--- config.mk ---
export PLATFORM = sky130hd
export DESIGN_NAME = pu_rd_req_gen_flat
export DESIGN_NICKNAME = d
export VERILOG_FILES = /design/src/rtl/pu_rd_req_gen_if.sv /design/src/rtl/pu_rd_req_gen.sv /design/src/flat_wrapper.sv
export SDC_FILE = /design/constraint.sdc
export NUM_CORES = 1
export LEC_CHECK = 0
export BUFFER_PORTS_ARGS = -buffer_cell sky130_fd_sc_hd__buf_2
export CAP_MARGIN = 20
export CORE_UTILIZATION = 30
export DETAILED_ROUTE_END_ITERATION = 10
export GPL_ROUTABILITY_DRIVEN = 0
export HOLD_SLACK_MARGIN = 0.02
export PLACE_DENSITY = 0.52
export RECOVER_POWER = 50
export SETUP_SLACK_MARGIN = 0.02
export SYNTH_ARGS = -nofsm -noshare
export SYNTH_HDL_FRONTEND = slang
export SYNTH_SLANG_ARGS = --single-unit
--- constraint.sdc ---
create_clock -name clk -period 7.3 [get_ports clk]
set_input_delay 1.46 -clock clk [delete_from_list [all_inputs] [get_ports clk]]
set_output_delay 1.46 -clock clk [all_outputs]
set_load 0.02 [all_outputs]
--- src/rtl/pu_rd_req_gen_if.sv ---
// Command and read-request bus of pu_rd_req_gen.
// master: the request generator; slave: command source, memory controller and read counter.
interface pu_rd_req_gen_if #(
  parameter int unsigned NUM_PU    = 1,
  parameter int unsigned ADDR_W    = 32,
  parameter int unsigned RD_SIZE_W = 20,
  parameter int unsigned D_TYPE_W  = 2
);
  localparam int unsigned PU_ID_W = $clog2(NUM_PU) + 1;

  logic                 cmd_valid;
  logic                 cmd_ready;
  logic [ADDR_W-1:0]    cmd_addr;
  logic [ADDR_W-1:0]    cmd_stride;
  logic [RD_SIZE_W-1:0] cmd_size;
  logic [D_TYPE_W-1:0]  cmd_d_type;
  logic                 rd_ready;
  logic                 read_info_full;
  logic                 rd_req;
  logic [ADDR_W-1:0]    rd_req_addr;
  logic [RD_SIZE_W-1:0] rd_req_size;
  logic [PU_ID_W-1:0]   rd_req_pu_id;
  logic [D_TYPE_W-1:0]  rd_req_d_type;
  logic                 busy;
  logic                 done;

  modport master (
    input  cmd_valid, cmd_addr, cmd_stride, cmd_size, cmd_d_type, rd_ready, read_info_full,
    output cmd_ready, rd_req, rd_req_addr, rd_req_size, rd_req_pu_id, rd_req_d_type, busy, done
  );

  modport slave (
    output cmd_valid, cmd_addr, cmd_stride, cmd_size, cmd_d_type, rd_ready, read_info_full,
    input  cmd_ready, rd_req, rd_req_addr, rd_req_size, rd_req_pu_id, rd_req_d_type, busy, done
  );
endinterface

--- src/rtl/pu_rd_req_gen.sv ---
// Splits one load command into per-PU read bursts, round-robin across PUs.
// Optional request statistics counter enabled by RD_REQ_GEN_STATS_EN.
module pu_rd_req_gen #(
  parameter int unsigned NUM_PU    = 1,
  parameter int unsigned ADDR_W    = 32,
  parameter int unsigned RD_SIZE_W = 20,
  parameter int unsigned D_TYPE_W  = 2,
  parameter int unsigned BURST_MAX = 16,
  localparam int unsigned PU_ID_W  = $clog2(NUM_PU) + 1
) (
  input  logic            clk,
  input  logic            reset,
  pu_rd_req_gen_if.master bus
`ifdef RD_REQ_GEN_STATS_EN
  ,
  output logic [31:0]     stat_req_count
`endif
);

  typedef enum logic [1:0] {StIdle, StIssue, StFinish} state_e;

  localparam logic [PU_ID_W-1:0]   LastPu   = PU_ID_W'(NUM_PU - 1);
  localparam logic [RD_SIZE_W-1:0] BurstMax = RD_SIZE_W'(BURST_MAX);

  state_e               state_q, state_d;
  logic [ADDR_W-1:0]    addr_q, addr_d;
  logic [ADDR_W-1:0]    stride_q, stride_d;
  logic [RD_SIZE_W-1:0] size_q, size_d;
  logic [D_TYPE_W-1:0]  d_type_q, d_type_d;
  logic [RD_SIZE_W-1:0] offset_q, offset_d;
  logic [PU_ID_W-1:0]   pu_q, pu_d;
  // Running pu*stride, avoids a multiplier.
  logic [ADDR_W-1:0]    pu_off_q, pu_off_d;

  logic                 cmd_ready_q, cmd_ready_d;
  logic                 rd_req_q, rd_req_d;
  logic [ADDR_W-1:0]    rd_req_addr_q, rd_req_addr_d;
  logic [RD_SIZE_W-1:0] rd_req_size_q, rd_req_size_d;
  logic [PU_ID_W-1:0]   rd_req_pu_id_q, rd_req_pu_id_d;
  logic [D_TYPE_W-1:0]  rd_req_d_type_q, rd_req_d_type_d;
  logic                 busy_q, busy_d;
  logic                 done_q, done_d;

  logic                 accept;
  logic                 launch;
  logic                 last_burst;
  logic [RD_SIZE_W-1:0] remaining;
  logic [RD_SIZE_W-1:0] words;

  assign accept     = bus.cmd_valid && cmd_ready_q && (state_q == StIdle);
  assign remaining  = size_q - offset_q;
  assign last_burst = (remaining <= BurstMax);
  assign words      = last_burst ? remaining : BurstMax;

  always_comb begin
    state_d  = state_q;
    addr_d   = addr_q;
    stride_d = stride_q;
    size_d   = size_q;
    d_type_d = d_type_q;
    offset_d = offset_q;
    pu_d     = pu_q;
    pu_off_d = pu_off_q;
    launch   = 1'b0;

    unique case (state_q)
      StIdle: begin
        if (accept) begin
          addr_d   = bus.cmd_addr;
          stride_d = bus.cmd_stride;
          size_d   = bus.cmd_size;
          d_type_d = bus.cmd_d_type;
          offset_d = '0;
          pu_d     = '0;
          pu_off_d = '0;
          state_d  = (bus.cmd_size == '0) ? StFinish : StIssue;
        end
      end
      StIssue: begin
        if (bus.rd_ready && !bus.read_info_full) begin
          launch = 1'b1;
          if (pu_q == LastPu) begin
            pu_d     = '0;
            pu_off_d = '0;
            offset_d = offset_q + words;
            if (last_burst) begin
              state_d = StFinish;
            end
          end else begin
            pu_d     = pu_q + PU_ID_W'(1);
            pu_off_d = pu_off_q + stride_q;
          end
        end
      end
      StFinish: begin
        state_d = StIdle;
      end
      default: begin
        state_d = StIdle;
      end
    endcase
  end

  always_comb begin
    rd_req_d        = launch;
    rd_req_addr_d   = rd_req_addr_q;
    rd_req_size_d   = rd_req_size_q;
    rd_req_pu_id_d  = rd_req_pu_id_q;
    rd_req_d_type_d = rd_req_d_type_q;
    if (launch) begin
      rd_req_addr_d   = addr_q + pu_off_q + ADDR_W'(offset_q);
      rd_req_size_d   = words - RD_SIZE_W'(1);
      rd_req_pu_id_d  = pu_q;
      rd_req_d_type_d = d_type_q;
    end
    // Ready only after a full cycle in IDLE, so a held command waits past the done pulse.
    cmd_ready_d = (state_q == StIdle) && (state_d == StIdle);
    busy_d      = (state_d != StIdle);
    done_d      = (state_q == StFinish);
  end

  always_ff @(posedge clk) begin
    if (reset) begin
      state_q         <= StIdle;
      addr_q          <= '0;
      stride_q        <= '0;
      size_q          <= '0;
      d_type_q        <= '0;
      offset_q        <= '0;
      pu_q            <= '0;
      pu_off_q        <= '0;
      cmd_ready_q     <= 1'b0;
      rd_req_q        <= 1'b0;
      rd_req_addr_q   <= '0;
      rd_req_size_q   <= '0;
      rd_req_pu_id_q  <= '0;
      rd_req_d_type_q <= '0;
      busy_q          <= 1'b0;
      done_q          <= 1'b0;
    end else begin
      state_q         <= state_d;
      addr_q          <= addr_d;
      stride_q        <= stride_d;
      size_q          <= size_d;
      d_type_q        <= d_type_d;
      offset_q        <= offset_d;
      pu_q            <= pu_d;
      pu_off_q        <= pu_off_d;
      cmd_ready_q     <= cmd_ready_d;
      rd_req_q        <= rd_req_d;
      rd_req_addr_q   <= rd_req_addr_d;
      rd_req_size_q   <= rd_req_size_d;
      rd_req_pu_id_q  <= rd_req_pu_id_d;
      rd_req_d_type_q <= rd_req_d_type_d;
      busy_q          <= busy_d;
      done_q          <= done_d;
    end
  end

  assign bus.cmd_ready     = cmd_ready_q;
  assign bus.rd_req        = rd_req_q;
  assign bus.rd_req_addr   = rd_req_addr_q;
  assign bus.rd_req_size   = rd_req_size_q;
  assign bus.rd_req_pu_id  = rd_req_pu_id_q;
  assign bus.rd_req_d_type = rd_req_d_type_q;
  assign bus.busy          = busy_q;
  assign bus.done          = done_q;

`ifdef RD_REQ_GEN_STATS_EN
  logic [31:0] stat_q, stat_d;

  // Saturating; survives across commands, cleared only by reset.
  always_comb begin
    stat_d = stat_q;
    if (rd_req_q && (stat_q != 32'hFFFF_FFFF)) begin
      stat_d = stat_q + 32'd1;
    end
  end

  always_ff @(posedge clk) begin
    if (reset) begin
      stat_q <= '0;
    end else begin
      stat_q <= stat_d;
    end
  end

  assign stat_req_count = stat_q;
`endif

endmodule

--- src/flat_wrapper.sv ---
// flat-port wrapper written by rule: the top's interface ports become plain ports
module pu_rd_req_gen_flat 
#(
  parameter int unsigned NUM_PU    = 1,
  parameter int unsigned ADDR_W    = 32,
  parameter int unsigned RD_SIZE_W = 20,
  parameter int unsigned D_TYPE_W  = 2,
  parameter int unsigned BURST_MAX = 16,
  localparam int unsigned PU_ID_W  = $clog2(NUM_PU) + 1
)
  (clk, reset, bus_cmd_valid, bus_cmd_addr, bus_cmd_stride, bus_cmd_size, bus_cmd_d_type, bus_rd_ready, bus_read_info_full, bus_cmd_ready, bus_rd_req, bus_rd_req_addr, bus_rd_req_size, bus_rd_req_pu_id, bus_rd_req_d_type, bus_busy, bus_done);
  pu_rd_req_gen_if #(.NUM_PU(NUM_PU), .ADDR_W(ADDR_W), .RD_SIZE_W(RD_SIZE_W), .D_TYPE_W(D_TYPE_W)) bus_i ();
  input  logic clk;
  input  logic reset;
  input wire logic [$bits(bus_i.cmd_valid)-1:0] bus_cmd_valid;
  input wire logic [$bits(bus_i.cmd_addr)-1:0] bus_cmd_addr;
  input wire logic [$bits(bus_i.cmd_stride)-1:0] bus_cmd_stride;
  input wire logic [$bits(bus_i.cmd_size)-1:0] bus_cmd_size;
  input wire logic [$bits(bus_i.cmd_d_type)-1:0] bus_cmd_d_type;
  input wire logic [$bits(bus_i.rd_ready)-1:0] bus_rd_ready;
  input wire logic [$bits(bus_i.read_info_full)-1:0] bus_read_info_full;
  output wire logic [$bits(bus_i.cmd_ready)-1:0] bus_cmd_ready;
  output wire logic [$bits(bus_i.rd_req)-1:0] bus_rd_req;
  output wire logic [$bits(bus_i.rd_req_addr)-1:0] bus_rd_req_addr;
  output wire logic [$bits(bus_i.rd_req_size)-1:0] bus_rd_req_size;
  output wire logic [$bits(bus_i.rd_req_pu_id)-1:0] bus_rd_req_pu_id;
  output wire logic [$bits(bus_i.rd_req_d_type)-1:0] bus_rd_req_d_type;
  output wire logic [$bits(bus_i.busy)-1:0] bus_busy;
  output wire logic [$bits(bus_i.done)-1:0] bus_done;
  assign bus_i.cmd_valid = bus_cmd_valid;
  assign bus_i.cmd_addr = bus_cmd_addr;
  assign bus_i.cmd_stride = bus_cmd_stride;
  assign bus_i.cmd_size = bus_cmd_size;
  assign bus_i.cmd_d_type = bus_cmd_d_type;
  assign bus_i.rd_ready = bus_rd_ready;
  assign bus_i.read_info_full = bus_read_info_full;
  assign bus_cmd_ready = bus_i.cmd_ready;
  assign bus_rd_req = bus_i.rd_req;
  assign bus_rd_req_addr = bus_i.rd_req_addr;
  assign bus_rd_req_size = bus_i.rd_req_size;
  assign bus_rd_req_pu_id = bus_i.rd_req_pu_id;
  assign bus_rd_req_d_type = bus_i.rd_req_d_type;
  assign bus_busy = bus_i.busy;
  assign bus_done = bus_i.done;
  pu_rd_req_gen #(.NUM_PU(NUM_PU), .ADDR_W(ADDR_W), .RD_SIZE_W(RD_SIZE_W), .D_TYPE_W(D_TYPE_W), .BURST_MAX(BURST_MAX)) u_core (.clk(clk), .reset(reset), .bus(bus_i));
endmodule
==> results of run 1 <==
[cell families after synthesis]
group,count (synthesis),share of synthesized area
fa+ha+maj,81,0.129
simple gates,357,0.199
flops,134,0.334
buf+inv,87,0.0414
other cells,1,0.000466
compound gates,306,0.246
xor+xnor,44,0.0479
mux,2,0.00265
[cells in the final DEF, fill, tap and decap left out, types with 5 or more instances in the layout]
master | netlist | routed
nor3b_1 | 5 | 5
a22oi_1 | 7 | 7
and3_1 | 8 | 7
nand3_1 | 21 | 20
a311oi_1 | 5 | 5
buf_4 | 1 | 5
buf_2 | 2 | 66
or2_2 | 6 | 6
inv_1 | 41 | 41
o21ai_0 | 27 | 27
clkbuf_1 | 39 | 50
xor2_1 | 17 | 17
nand4_1 | 7 | 7
a21o_1 | 24 | 24
o211ai_1 | 6 | 6
nand2b_1 | 11 | 10
a211oi_1 | 15 | 15
o21a_1 | 27 | 27
a31oi_1 | 6 | 6
conb_1 | 1 | 15
or3_1 | 8 | 8
nor2_1 | 66 | 66
nor4_1 | 8 | 8
nand2_1 | 182 | 182
xnor2_1 | 27 | 27
a21oi_1 | 134 | 134
a22o_1 | 9 | 9
o21bai_1 | 6 | 6
ha_1 | 78 | 78
clkbuf_16 | 0 | 17
nor3_1 | 17 | 17
dfxtp_1 | 134 | 134
[per-layer routing]
layer | routed length (um) | vias to the layer above | global-route usage
li1 | - | 3810 | -
met1 | 10600 | 3354 | 0.211
met2 | 10100 | 106 | 0.269
met3 | 889 | 20 | 0.0413
met4 | 221 | 0 | 0.0443
met5 | 0 | - | 0
[area by class of cell]
cell class,count,area share
Clock buffer,20,0.0492
Clock inverter,12,0.0125
Inverter,41,0.0162
Multi-Input combinational cell,805,0.537
Sequential cell,134,0.283
Tap cell,335,0.0442
Timing Repair Buffer,121,0.0585
[sequential cells by signal, indices dropped and copies added (netlist names), 2 cells and up]
register                  flops
u_core.addr_q                32
u_core.bus.rd_req_addr       32
u_core.d_type_q               2
u_core.bus.rd_req_size       20
u_core.bus.rd_req_d_type      2
u_core.offset_q              20
u_core.size_q                20
u_core.state_q                2
[worst min-delay path, delay by kind of cell (launching register included)]
kind,cells,cell delay (ns)
flops,1,0.31
simple gates,1,0.05
compound gates,1,0.05
[per-stage QoR]
step / cell area, um^2 / worst slack [ns] / std cells / hold WS (ns)
global placement: 8970 / 1.36 / 1436 / 0.436
floorplan: 8090 / 2.04 / 1026 / 0.432
global route: 9490 / 0.773 / 1468 / 0.463
finish: 9490 / 1.31 / 1468 / 0.454
CTS: 9560 / 1.32 / 1468 / 0.454
detailed placement: 8970 / 1.35 / 1436 / 0.443
[power groups by stage]
stage               logic, mW  registers, mW  clock network [mW]
finish                  0.304          0.773               0.852
global route            0.341          0.775               0.912
CTS                     0.306          0.772               0.881
detailed placement      0.305          0.788                   0
global placement        0.304          0.788                   0
floorplan               0.221          0.791                   0
[path summary, 6_finish.rpt]
path | startpoint | endpoint | slack, ns | depth (start not counted)
worst max-delay path | u_core.size_q[0]$_SDFFE_PP0P_ | u_core.offset_q[18]$_SDFFE_PP0P_ | 1.31 | 23
worst max register to register | u_core.size_q[0]$_SDFFE_PP0P_ | u_core.offset_q[18]$_SDFFE_PP0P_ | 1.31 | 23
worst min register to register | u_core.d_type_q[1]$_SDFFE_PP0P_ | u_core.bus.rd_req_d_type[1]$_SDFFE_PP0P_ | 0.45 | 2
worst min-delay path | u_core.d_type_q[1]$_SDFFE_PP0P_ | u_core.bus.rd_req_d_type[1]$_SDFFE_PP0P_ | 0.45 | 2
==> impl_metrics.tcl, run 1 <==
set metrics [dict create \
    status "finished with violations" \
    violations "DRC, capacitance limit, slew limit" \
    cts_resized 0 \
    antenna_found_initial 0 \
    root_buffer "clkbuf_16" \
    crit_slowest_cell "fa_1" \
    relSlewSlack -1.65 \
    setup_tns_ns 0 \
    fill_cells 2755 \
    htreeDepth 4 \
    crit_path_frequent_cell "a21oi_1" \
    finalCritPeriodShare 0.821 \
    final_util 0.362 \
    synth_cells 1012 \
    power_mw 1.93 \
    p_int_mw 1.38 \
    yosysMostFrequentCell "nand2_1" \
    detail_route.wl_per_cell_um 14.9 \
    hpwl_mm 16.1 \
    wl_mm 21.8 \
    die_w_um 166 \
    numCtsBuffers 17 \
    cp_slowest_stage_delay_ns 0.39 \
    syn_area_um2 8040 \
    hp-class "reg2reg" \
    rows 59 \
    path_clk_slew_ns 0.06 \
    drc 4 \
    port_buffers 116 \
    crit_fanout 14 \
    area_growth_pct 18.0 \
    synth-edff-count 0 \
    cts_buffer_depth 2 \
    diodes 0 \
    ant_nets 0 \
    clock_skew_ns 0.0141 \
    tritoncts "done" \
    startpoint_type "register" \
    synth_ff_type "dfxtp_1" \
    nNetsFinal 1292 \
    synth_top_area_frac 0.334 \
    power_density_nw_per_um2 203 \
    critPathArrivalTime_ns 6.30 \
    fmax_ghz 0.167 \
    synth_common_cells "nand2_1, a21oi_1, dfxtp_1" \
    critPathRequiredTime_ns 7.61 \
    multiInputGateArea_um2 5090 \
    via_per_inst 4.97 \
    criticalPathCategory "reg2reg" \
    clock_latency_ns 0.42 \
    hold_viol_final 0 \
    critPathTopFamily "compound AO/OA/AOI/OAI gates" \
    ys_types 70 \
    postCtsSetupBuffers 0 \
    p_leak_nw 4.02 \
    grt_max_degree 84 \
    dr.pass1.iters 8 \
    dr_total_vias 7290 \
    crit_chain "inv_1 > ha_1 > fa_1 > nand2b_1 > a21oi_1 > o311ai_1 > o21a_1 > or3b_4 > a2111oi_4 > nand4_2 > nor2_1 > ha_1 > a21o_1 > a21oi_1 > o211ai_1 > nand3_1 > a21oi_1 > or2_2 > a21boi_0 > o21ai_0 > o41ai_1 > xnor2_1 > a22o_1" \
    synth-async-reset-ratio 0 \
    yosysWarnings 0 \
    initial_core_util 0.307 \
    grt_pass1_wl_mm 35.9 \
    setup_violations 0 \
    maxCapViolCount 1 \
    end_kind "register" \
    final_max_slew_viol_count 84 \
    seq_power_share 0.400 \
    core_um2 26200 \
    cp_num_buf_inv 1 \
    seq_area_um2 2680 \
    synth_top_area_cell "dfxtp_1" \
    p_sw_mw 0.549 \
    dieHeight_um 166 \
    cts_hold_buffers 0 \
    ys_seq_area_frac 0.334 \
    grt_pass1_vias 7039 \
    rsz0062_at_grt "false" \
    layout-drive-gt1-share 0.108 \
    avgSynthCellArea_um2 7.95 \
    swShare 0.285 \
    synth_seq_cells 134 \
    combPwrFrac 0.158 \
    drt_iter0_drc 288 \
    clock_power_share 0.442 \
    irDropWorstVdd_v 0.000126 \
    numClockSinks 134 \
    grtUsageTotal 0.163 \
    fin_crit_ns 5.99 \
    synthTopCellsByArea "dfxtp_1, ha_1, nand2_1, a21oi_1, nor2_1" \
    tightestPinTransition_ns 3.98 \
    grt.overflow.total 0 \
    boundaryPins 150 \
    die-area_um2 27500 \
]
Power figures use the tool's default switching activity.
==> run 2, diff against run 1 <==
clock period = 6.1 ns   (was 7.3 ns; I/O delays follow)
==> run 2 against run 1 <==
  * The flow still finishes with violations (DRC, capacitance limit, slew limit)
  * Non-clock buffer count increased by 2
  * Core utilization about the same
  * Fmax is 5.9% higher
  * Power is 19% higher
  * Global-route usage is essentially flat
  * Combinational power grew 22%
  * Clock skew hardly changed
  * Count of clock-buffer cells in the layout down 1
  * Sequential share of layout area barely moved
  * Hold slack got worse by 0.00052 ns
  * Via count up 0.70%
  * Critical path type unchanged
==> impl_metrics.tcl, run 2 (synthesis results as in run 1) <==
set metrics [dict create \
    dr_total_vias 7341 \
    cp_num_buf_inv 0 \
    cts_hold_buffers 0 \
    cts_buffer_depth 2 \
    dieHeight_um 166 \
    fmax_ghz 0.177 \
    via_per_inst 4.99 \
    crit_fanout 5 \
    critPathRequiredTime_ns 6.42 \
    numClockSinks 134 \
    criticalPathCategory "reg2reg" \
    most-common-layout-cells "nand2_1, dfxtp_1, a21oi_1" \
    fill_cells 2752 \
    root_buffer "clkbuf_16" \
    power_density_nw_per_um2 242 \
    path_clk_slew_ns 0.06 \
    grt_pass1_wl_mm 36.0 \
    hold_viol_final 0 \
    layout-drive-gt1-share 0.110 \
    final_max_slew_viol_count 58 \
    fin_crit_ns 5.66 \
    nNetsFinal 1294 \
    gr-usage-met2 0.272 \
    hp-class "reg2reg" \
    crit_slowest_cell "fa_1" \
    die_w_um 166 \
    drc 5 \
    rsz0062_at_grt "false" \
    met1_usage 0.206 \
    final_util 0.363 \
    initial_core_util 0.307 \
    die-area_um2 27500 \
    holdWs_ns 0.453 \
    setup_tns_ns 0 \
    r2r_cells 22 \
    final_common_cell "nand2_1" \
    drt_iter0_drc 279 \
    finalCritPeriodShare 0.927 \
    startpoint_type "register" \
    boundaryPins 150 \
    use_met3 0.0409 \
    critPathArrivalTime_ns 5.98 \
    postCtsSetupBuffers 0 \
    irDropWorstVdd_v 0.000147 \
    critPathTopFamily "compound AO/OA/AOI/OAI gates" \
    tritoncts "done" \
    antenna_found_initial 0 \
    violations "DRC, capacitance limit, slew limit" \
    placed_area_um2 8980 \
    whs_path_depth 2 \
    wl_mm 22.1 \
    core_um2 26200 \
    tightestPinTransition_ns 2.77 \
    dp.cells 1438 \
    area_growth_pct 18.2 \
    crit_chain "ha_1 > fa_1 > nand2b_1 > a21oi_2 > o311ai_1 > o21a_1 > or3b_4 > a2111oi_4 > nand4_2 > nor2_1 > ha_1 > a21o_1 > a21oi_1 > o211ai_1 > nand3_1 > a21oi_1 > or2_2 > a21boi_0 > o21ai_0 > o41ai_1 > xnor2_1 > a22o_1" \
    post-route-cell-area_um2 9500 \
    grt_max_degree 85 \
    clock_skew_ns 0.0142 \
    detail_route.wl_per_cell_um 15.1 \
    dr.pass1.iters 8 \
    power_mw 2.30 \
    maxCapViolCount 1 \
    cp_slowest_stage_delay_ns 0.43 \
    port_buffers 116 \
    ant_nets 0 \
    grtUsageTotal 0.163 \
    grt_pass1_vias 7091 \
    end_kind "register" \
    hpwl_mm 16.0 \
    relSlewSlack -0.847 \
    numCtsBuffers 17 \
    fin_cells 1470 \
    grt.overflow.total 0 \
    p_leak_nw 4.02 \
    cts_resized 0 \
    status "finished with violations" \
    place_ws_ns 0.444 \
    crit_cells 22 \
    htreeDepth 4 \
    setup_violations 0 \
    setup_slack_ns 0.443 \
    rows 59 \
    diodes 0 \
    clock_latency_ns 0.43 \
    grt_most_used_layer "met2" \
]
[run 2: cell type report]
cell class / instances / area (um^2) / area share
clock buffer: 19 / 443 / 0.0466
clock inverter: 13 / 124 / 0.0130
inverter: 41 / 154 / 0.0162
multi-input combinational: 805 / 5120 / 0.538
sequential: 134 / 2680 / 0.282
tap: 335 / 419 / 0.0441
timing repair buffer: 123 / 566 / 0.0595
[run 2: final timing paths]
| check | startpoint | to | slack, ns |
|---|---|---|---|
| max | u_core.offset_q[0]$_SDFFE_PP0P_ | u_core.offset_q[18]$_SDFFE_PP0P_ | 0.44 |
| min | u_core.bus.rd_req_size[5]$_SDFFE_PP0P_ | u_core.bus.rd_req_size[5]$_SDFFE_PP0P_ | 0.45 |
| max reg2reg | u_core.offset_q[0]$_SDFFE_PP0P_ | u_core.offset_q[18]$_SDFFE_PP0P_ | 0.44 |
| min reg2reg | u_core.bus.rd_req_size[5]$_SDFFE_PP0P_ | u_core.bus.rd_req_size[5]$_SDFFE_PP0P_ | 0.45 |
[run 2: worst reg2reg max path: stages, from the launching register on]
cell and delay (ns):
dfxtp_1 0.36, ha_1 0.24, fa_1 0.43, nand2b_1 0.20, a21oi_2 0.23, o311ai_1 0.17
o21a_1 0.24, or3b_4 0.38, a2111oi_4 0.37, nand4_2 0.19, nor2_1 0.21, ha_1 0.30
a21o_1 0.20, a21oi_1 0.27, o211ai_1 0.15, nand3_1 0.15, a21oi_1 0.08, or2_2 0.29
a21boi_0 0.25, o21ai_0 0.19, o41ai_1 0.33, xnor2_1 0.11, a22o_1 0.20
[run 2: layer usage]
metal  part of all wire  routed length, um
met1               0.47              10500
met2               0.46              10200
met3              0.051               1120
met4              0.016                351
met5                  0                  0
[run 2: power by group]
part           leakage (nW)  internal [mW]  switching [mW]
clock                 0.270          0.576           0.431
combinational          2.66          0.151           0.219
sequential             1.09          0.904          0.0201
total                  4.02           1.63           0.671
